--- src/rtl/twpm_wb_pkg.sv ---
// Shared Wishbone copy-engine types: FSM encoding, failure codes, byte-select constant.
package twpm_wb_pkg;

    typedef enum logic [1:0] {
        S_IDLE = 2'd0,
        S_RD   = 2'd1,
        S_WR   = 2'd2,
        S_DONE = 2'd3
    } state_t;

    typedef enum logic [1:0] {
        ERR_NONE    = 2'd0,
        ERR_BUS     = 2'd1,
        ERR_TIMEOUT = 2'd2,
        ERR_ABORT   = 2'd3
    } err_code_t;

    localparam logic [3:0] SEL_ALL = 4'b1111;

    // Word-align a byte address; the low two bits are don't-care on input.
    function automatic logic [31:0] word_adr(input logic [31:0] a);
        return a & 32'hFFFF_FFFC;
    endfunction

endpackage

--- src/rtl/wb_timeout_ctr.sv ---
// Per-bus-cycle watchdog: counts cycles while en is high, cleared by clr.
// expired is combinational from the count; it saturates rather than wrapping.
module wb_timeout_ctr #(
    parameter int TIMEOUT_CYCLES = 255
) (
    input  logic clk,
    input  logic rst,
    input  logic clr,
    input  logic en,
    output logic expired
);
    localparam int CW = $clog2(TIMEOUT_CYCLES + 1);

    logic [CW-1:0] count;

    // The strobe is high for count+1 cycles, so expiry at TIMEOUT-1 drops it after TIMEOUT cycles.
    assign expired = (count == CW'(TIMEOUT_CYCLES - 1));

    always_ff @(posedge clk) begin
        if (rst || clr) begin
            count <= '0;
        end else if (en && !expired) begin
            count <= count + 1'b1;
        end
    end

endmodule

--- src/rtl/wb_block_copy.sv ---
// Wishbone classic memory-to-memory word copier: one read then one write per word.
// Bus cycles are separated by one idle cycle; each cycle waits for ack/err up to TIMEOUT_CYCLES.
module wb_block_copy
    import twpm_wb_pkg::*;
#(
    parameter int LEN_WIDTH      = 9,
    parameter int TIMEOUT_CYCLES = 255
) (
    input  logic                 clk_i,
    input  logic                 rst_i,
    input  logic                 start_i,
    input  logic                 abort_i,
    input  logic [31:0]          src_adr_i,
    input  logic [31:0]          dst_adr_i,
    input  logic [LEN_WIDTH-1:0] len_i,
    output logic                 busy_o,
    output logic                 done_o,
    output logic                 err_o,
    output logic [1:0]           err_code_o,
    output logic [LEN_WIDTH-1:0] words_done_o,
    output logic [31:0]          wb_adr_o,
    output logic [31:0]          wb_dat_o,
    output logic                 wb_we_o,
    output logic [3:0]           wb_sel_o,
    output logic                 wb_stb_o,
    output logic                 wb_cyc_o,
    input  logic [31:0]          wb_dat_i,
    input  logic                 wb_ack_i,
    input  logic                 wb_err_i
);
    state_t               state;
    logic [31:0]          src;
    logic [31:0]          dst;
    logic [31:0]          data;
    logic [LEN_WIDTH-1:0] remaining;
    logic                 abort_pend;
    logic                 abort_now;
    logic                 tmo_clr;
    logic                 tmo_en;
    logic                 tmo_expired;

    assign abort_now = abort_pend | abort_i;
    assign tmo_clr   = ~wb_cyc_o;
    assign tmo_en    = wb_stb_o & ~wb_ack_i & ~wb_err_i;

    wb_timeout_ctr #(
        .TIMEOUT_CYCLES(TIMEOUT_CYCLES)
    ) u_tmo (
        .clk    (clk_i),
        .rst    (rst_i),
        .clr    (tmo_clr),
        .en     (tmo_en),
        .expired(tmo_expired)
    );

    always_ff @(posedge clk_i) begin
        if (rst_i) begin
            state        <= S_IDLE;
            src          <= '0;
            dst          <= '0;
            data         <= '0;
            remaining    <= '0;
            abort_pend   <= 1'b0;
            busy_o       <= 1'b0;
            done_o       <= 1'b0;
            err_o        <= 1'b0;
            err_code_o   <= ERR_NONE;
            words_done_o <= '0;
            wb_adr_o     <= '0;
            wb_dat_o     <= '0;
            wb_we_o      <= 1'b0;
            wb_sel_o     <= '0;
            wb_stb_o     <= 1'b0;
            wb_cyc_o     <= 1'b0;
        end else begin
            done_o <= 1'b0;
            case (state)
                S_IDLE: begin
                    if (start_i) begin
                        src          <= word_adr(src_adr_i);
                        dst          <= word_adr(dst_adr_i);
                        remaining    <= len_i;
                        abort_pend   <= 1'b0;
                        err_o        <= 1'b0;
                        err_code_o   <= ERR_NONE;
                        words_done_o <= '0;
                        busy_o       <= 1'b1;
                        state        <= (len_i == '0) ? S_DONE : S_RD;
                    end
                end
                S_RD, S_WR: begin
                    if (abort_i) abort_pend <= 1'b1;
                    if (!wb_cyc_o) begin
                        // Idle gap between bus cycles: the only point where a pending abort stops us early.
                        if (abort_now) begin
                            err_o      <= 1'b1;
                            err_code_o <= ERR_ABORT;
                            state      <= S_DONE;
                        end else begin
                            wb_cyc_o <= 1'b1;
                            wb_stb_o <= 1'b1;
                            wb_sel_o <= SEL_ALL;
                            wb_we_o  <= (state == S_WR);
                            wb_adr_o <= (state == S_WR) ? dst : src;
                            wb_dat_o <= (state == S_WR) ? data : '0;
                        end
                    end else if (wb_err_i || wb_ack_i || tmo_expired) begin
                        wb_cyc_o <= 1'b0;
                        wb_stb_o <= 1'b0;
                        wb_sel_o <= '0;
                        wb_we_o  <= 1'b0;
                        if (wb_err_i) begin
                            err_o      <= 1'b1;
                            err_code_o <= ERR_BUS;
                            state      <= S_DONE;
                        end else if (!wb_ack_i) begin
                            err_o      <= 1'b1;
                            err_code_o <= ERR_TIMEOUT;
                            state      <= S_DONE;
                        end else if (state == S_RD) begin
                            data <= wb_dat_i;
                            if (abort_now) begin
                                err_o      <= 1'b1;
                                err_code_o <= ERR_ABORT;
                                state      <= S_DONE;
                            end else begin
                                state <= S_WR;
                            end
                        end else begin
                            src          <= src + 32'd4;
                            dst          <= dst + 32'd4;
                            words_done_o <= words_done_o + 1'b1;
                            remaining    <= remaining - 1'b1;
                            // A finished transfer reports success even if abort arrived on the last word.
                            if (remaining == LEN_WIDTH'(1)) begin
                                state <= S_DONE;
                            end else if (abort_now) begin
                                err_o      <= 1'b1;
                                err_code_o <= ERR_ABORT;
                                state      <= S_DONE;
                            end else begin
                                state <= S_RD;
                            end
                        end
                    end
                end
                S_DONE: begin
                    done_o <= 1'b1;
                    busy_o <= 1'b0;
                    state  <= S_IDLE;
                end
                default: state <= S_IDLE;
            endcase
        end
    end

endmodule

--- config.mk ---
export PLATFORM = sky130hd
export DESIGN_NAME = wb_block_copy
export DESIGN_NICKNAME = d
export VERILOG_FILES = /design/src/rtl/twpm_wb_pkg.sv /design/src/rtl/wb_timeout_ctr.sv /design/src/rtl/wb_block_copy.sv
export SDC_FILE = /design/constraint.sdc
export NUM_CORES = 1
export LEC_CHECK = 0
export ABC_AREA = 1
export ABC_CLOCK_PERIOD_IN_PS = 2300
export CAP_MARGIN = 5
export CORE_MARGIN = 2
export CORE_UTILIZATION = 53
export DETAILED_ROUTE_END_ITERATION = 8
export PLACE_DENSITY = 0.91
export SLEW_MARGIN = 15
export SYNTH_ARGS = -nofsm -noshare
export SYNTH_HDL_FRONTEND = slang
export SYNTH_SLANG_ARGS = --single-unit
--- constraint.sdc ---
create_clock -name clk_i -period 2.3 [get_ports clk_i]
set_input_delay 0.69 -clock clk_i [delete_from_list [all_inputs] [get_ports clk_i]]
set_output_delay 0.69 -clock clk_i [all_outputs]
set_load 0.03 [all_outputs]
# Word-level counts from Yosys, hierarchy flattened
# Cells that the tools add are included.
# word_totals
ramBits	0
rom_bits	0
ff_bits	201
out_inout_bits	85
latchBits	0
n_memories	0
# classes
bitwise_logic	7
shifts	0
n_mul	0
n_eq_ne	17
add_sub_neg	5
magnitude_cmp	0
reduce_logical	18
mux	76
n_div	0
# op_table
cell	count
32-bit two-way mux	14
32-bit one-hot mux with 2 select lines	2
9-bit two-way mux	12
32-bit by 3-bit adder with 32-bit output, second input constant	2
2-bit two-way mux	18
9-bit one-hot mux with 2 select lines	2
1-bit two-way mux	20
2-bit != test, second input constant	8
4-bit two-way mux	3
3-bit AND reduction	4
9-bit by 1-bit adder with 9-bit output, second input constant	1
9-bit by 1-bit equality test with 1-bit output, second input constant	1
9-bit zero test	1
9-bit by 1-bit subtractor with 9-bit output, second input constant	1
8-bit by 1-bit adder with 8-bit output, second input constant	1
8-bit equality test, second input constant	1
7-bit AND reduction	1
3-bit != test, second input constant	2
6-bit != test, second input constant	1
1-bit one-hot mux with 2 select lines	3
2-bit one-hot mux with 3 select lines	1
6-bit AND reduction	1
2-bit equality test, second input constant	2
1-bit NOT	4
13 further kinds	17

# Depth between registers and ports, before layout
# depth
word_depth	9
depth_mapped	13
depth_no_buf	12

# Hierarchy
# Synthesis repeated with hierarchy kept, for this count alone.
# unflattened
hier_cells	1583
hier_area_um2	10057.1
# modules_own_cells
mod	seq_area_each_um2	n_inst	cells_per_inst	area_per_inst_um2
wb_block_copy	3683.5	1	1514	9579.2
wb_timeout_ctr	160.2	1	69	478.0

# Least setup slack after synthesis
# OpenSTA, ideal clock, no wires.
# synth_timing
path_kind	reg2reg
start	register state[0]
end	register dst[12]
path_stages_with_launch	12
n_path_buf	3
slack_ps	515
arrival_ps	1670
setup_time_ps	116
required_ps	2184
cell_sequence	dfxtp_1 inv_1 ha_1 buf_2 inv_2 nand2_1 nand2_2 nand4_4 buf_4 buf_2 a21oi_1 nor2_1
# synth_via
elab_chain_len	4
elab_cells_between_ends	13
cone_classes	eq/ne (8); mux (1); reduce/logical (4)
# synth_rtl
item	line_no	source
start: declaration	wb_block_copy.sv:31	state_t state;
start signal: assignment	wb_block_copy.sv:88	state <= (len_i == '0) ? S_DONE : S_RD;
2-bit equality test / 2-bit by 1-bit equality test with 1-bit output (equally long branches)	wb_block_copy.sv:77, wb_block_copy.sv:120	
2-bit OR reduction	wb_block_copy.sv:77	case (state)
2-bit != test (no source line) / 2-bit nonzero test (equally long branches)	n/a	
7-bit AND reduction (no source line)	n/a	
end signal: assignment	wb_block_copy.sv:81	dst <= word_adr(dst_adr_i);
end signal: assignment	wb_block_copy.sv:131	dst <= dst + 32'd4;
end: declaration	wb_block_copy.sv:33	logic [31:0] dst;
# Parallel ways exist; a longest one is shown, timed or not.
# A chain may end at the register's enable or synchronous reset.

# Final worst setup path
# layout_timing
start	register words_done_o[0]
end	output port words_done_o[0]
# layout_rtl
item	line_no	source
start: declaration	wb_block_copy.sv:20	output logic [LEN_WIDTH-1:0] words_done_o,
start signal: assignment	wb_block_copy.sv:132	words_done_o <= words_done_o + 1'b1;
# No word-level cell between the ends.

==> impl_results.md <==
- Worst Skew: 11.3 ps
- Worst-skew pair later-pin latency: 450 ps
- Area growth, synth to finish: 29.4%
- Fin crit share: 97.8%
- Post-placement cell area: 12,300 um2
- CTS max path bufs: 2
- N_diodes: 0
- Core area: 18,600 um2
- Mapped Area: 10,000 um2
- Fill count: 1,531
- Status: finished clean
- Synth area leader: dfxtp_1
- Final Power: 14,800 uW
- Worst slew pin tran: 732 ps
- Most used flip-flop cell after synthesis: dfxtp_1
- CTS Buf Count: 17
- VDD IR max: 0.942 mV
- Die X: 141 um
- Power per cell area: 1140 nW/um2
- Setup bufs post-CTS: 0
- Nets: 1,862
- Syn Inst Count: 1,572
- Critical path arrival: 1560 ps
- Final antenna-violating net count: 0
- First-pass GRT wire length: 49,900 um
- NetSw: 6730 uW
- # DRC: 0
- Internal power: 8060 uW
- GRT overflow: 0
- Slew margin rel.: 51.2%
- Most frequent cell after synthesis: nand2_1
- Synthesized net count: 1,694
- Die area: 20,000 um2
- Max Cap Viol: 0
- Worst path max stage delay: 710 ps
- Routed vias: 11,300
- Iter 0 DRT Violations: 1,047
- Largest net degree at the start of global routing: 69
- Yosys reg bits: 192
- Routed WL per cell: 15.6 um
- Initial antenna violation count: 2
- HPWL Detailed: 22,200 um
- Peak fanout along the critical path: 5
- Number of synthesized flops with an enable pin: 0
- Site Rows: 50
- CTS tree: done
- Ports: 196
- Top cells by area, synth: dfxtp_1 38%, nand2_1 17%, nor2_1 11%, o21ai_0 5.6%, nand3_1 5.1%
- Worst path bufs/invs: 1
- Vias in the first global route: 10,200
- Clk slew on worst S/H paths: 90 ps
- Critical path startpoint category: register
- Via/cell ratio: 5.67
- Fmax: 444 MHz
- Synth warn: 0
- Worst Path Required: 1610 ps
- Cells along the critical path: clkdlybuf4s50_1
- Final Cell Area: 12,900 um2
- I/O Buffers: 191
- First-pass detailed-route iteration total: 6
- Asr flop ratio synth: 0%
- Tot GR Track Use: 30.5%
- Commonest cells post-synth: 452 x nand2_1, 285 x nor2_1, 192 x dfxtp_1
- Worst Hold Class: register to register
- Clock Power Share: 21.6%
- Highest-delay cell along the critical path: clkdlybuf4s50_1
- CTS root buf: clkbuf_16
- Clk sinks: 192
- Critical path type: register to output port
- Final Hold Vio Count: 0
- Die height: 141 um
- Syn Area/Cell: 6.37 um2
- Leakage: 0.00463 uW
- Final GP Congestion: 0.945
- Total length of routed wires: 31,000 um
- Initial Util: 53.7%
- Sequential share of the synthesized area: 38.4%
- Synth top area share: 38.4%
- Switching Fraction: 45.5%
- Sequential fraction of design power: 32.9%
- CP endpoint kind: output port
- RSZ-0062 raised after global routing: false
- Setup violations, final: 0
- Max-slew violation count: 0
- Distinct cell type count after synthesis: 39
- Fraction of layout cells with a size suffix above 1: 5.48%
- Tmin final: 2250 ps
- H-tree Lvls: 4
- Gate power share: 45.4%
- Worst path top cell family by delay: buffers and inverters
## area by class of cell
cell class	instances	area (um2)	share of cell area (%)
clock buffers	17	425	3.29
clock inverters	15	224	1.73
inverters	106	398	3.07
multi-input cells	1189	5370	41.5
flip-flops and latches	192	3840	29.7
well taps	234	293	2.26
repair buffers	234	2390	18.5
## worst register-to-register path, cell delays in order, from the launching register on
cell and delay [ps]:
dfxtp_1 400, inv_1 110, ha_4 360, buf_4 580, nor2_1 250, nor2_1 150, o21ai_0 110, a21oi_1 160
## power by group through the flow
stage          logic, uW  registers, uW  clock network, uW
2_1_floorplan       4080           5090                  0
3_3_place_gp        6420           4880                  0
3_5_place_dp        6610           4890                  0
4_1_cts             6640           4830               3230
5_1_grt             7390           4940               3360
6_report            6720           4870               3200
## placed cells by master (no fill, tap or decap), drive strengths merged, types with 4 or more instances in the layout
cell type      instances
nand2                454
nor2                 291
dfxtp                192
clkdlybuf4s50        183
o21ai                117
inv                  117
nand3                102
a21oi                 99
buf                   44
a31oi                 42
a22oi                 19
clkbuf                17
nand4                 14
ha                    11
nor3                   7
or2                    6
dlygate4sd2            5
xnor2                  4
o211ai                 4
clkinv                 4
## per-layer routing
metal / up-vias / GRT usage, % / part of all wire, %
met1: 5190 / 38.3 / 40
li1: 5433 / - / -
met2: 558 / 51.5 / 47
met5: - / 0 / 0.042
met4: 2 / 10.6 / 2.9
met3: 84 / 7.32 / 9.9
## cells by family after synthesis
group           share of synthesized area [%]
simple gates                             35.7
compound gates                           16.0
flops                                    38.4
buf+inv                                  8.04
fa+ha+maj                                1.38
xor+xnor                                0.525
## stage by stage
step | hold WS (ps) | util, % | setup slack [ps] | std cells | TNS, ps
2_1_floorplan | 423 | - | 515 | 1572 | 0
3_3_place_gp | 435 | 66.0 | -14.5 | 1955 | -14.5
3_5_place_dp | 446 | 66.0 | -92.5 | 1955 | -145
4_1_cts | 469 | 69.4 | 28.2 | 1987 | 0
5_1_grt | 482 | 69.4 | 24.4 | 1987 | 0
6_report | 466 | 69.4 | 49.8 | 1987 | 0
## path summary, 6_finish.rpt
| kind | slack (ps) | cells past startpoint | end | start |
|---|---|---|---|---|
| worst min-delay path | 470 | 2 | wb_dat_o[13] | data[13] |
| worst max-delay path | 50 | 1 | words_done_o[0] | words_done_o[0] |
| worst max register to register | 130 | 7 | dst[11] | state[1] |
| worst min register to register | 470 | 2 | wb_dat_o[13] | data[13] |
## registers in the layout, indices dropped and copies added, names as in the netlist, 2 cells and up
name and cells:
wb_dat_o 32, dst 30, remaining 9, wb_adr_o 31, err_code_o 2, data 32, src 30, u_tmo.count 8
words_done_o 9, state 2
## what timing repair did
| action | CTS | global route |
|---|---|---|
| resized for setup | 5 | 2 |
| setup endpoints to repair | 5 | 2 |
| hold buffers | 0 | 0 |
Power figures use the tool's default switching activity.
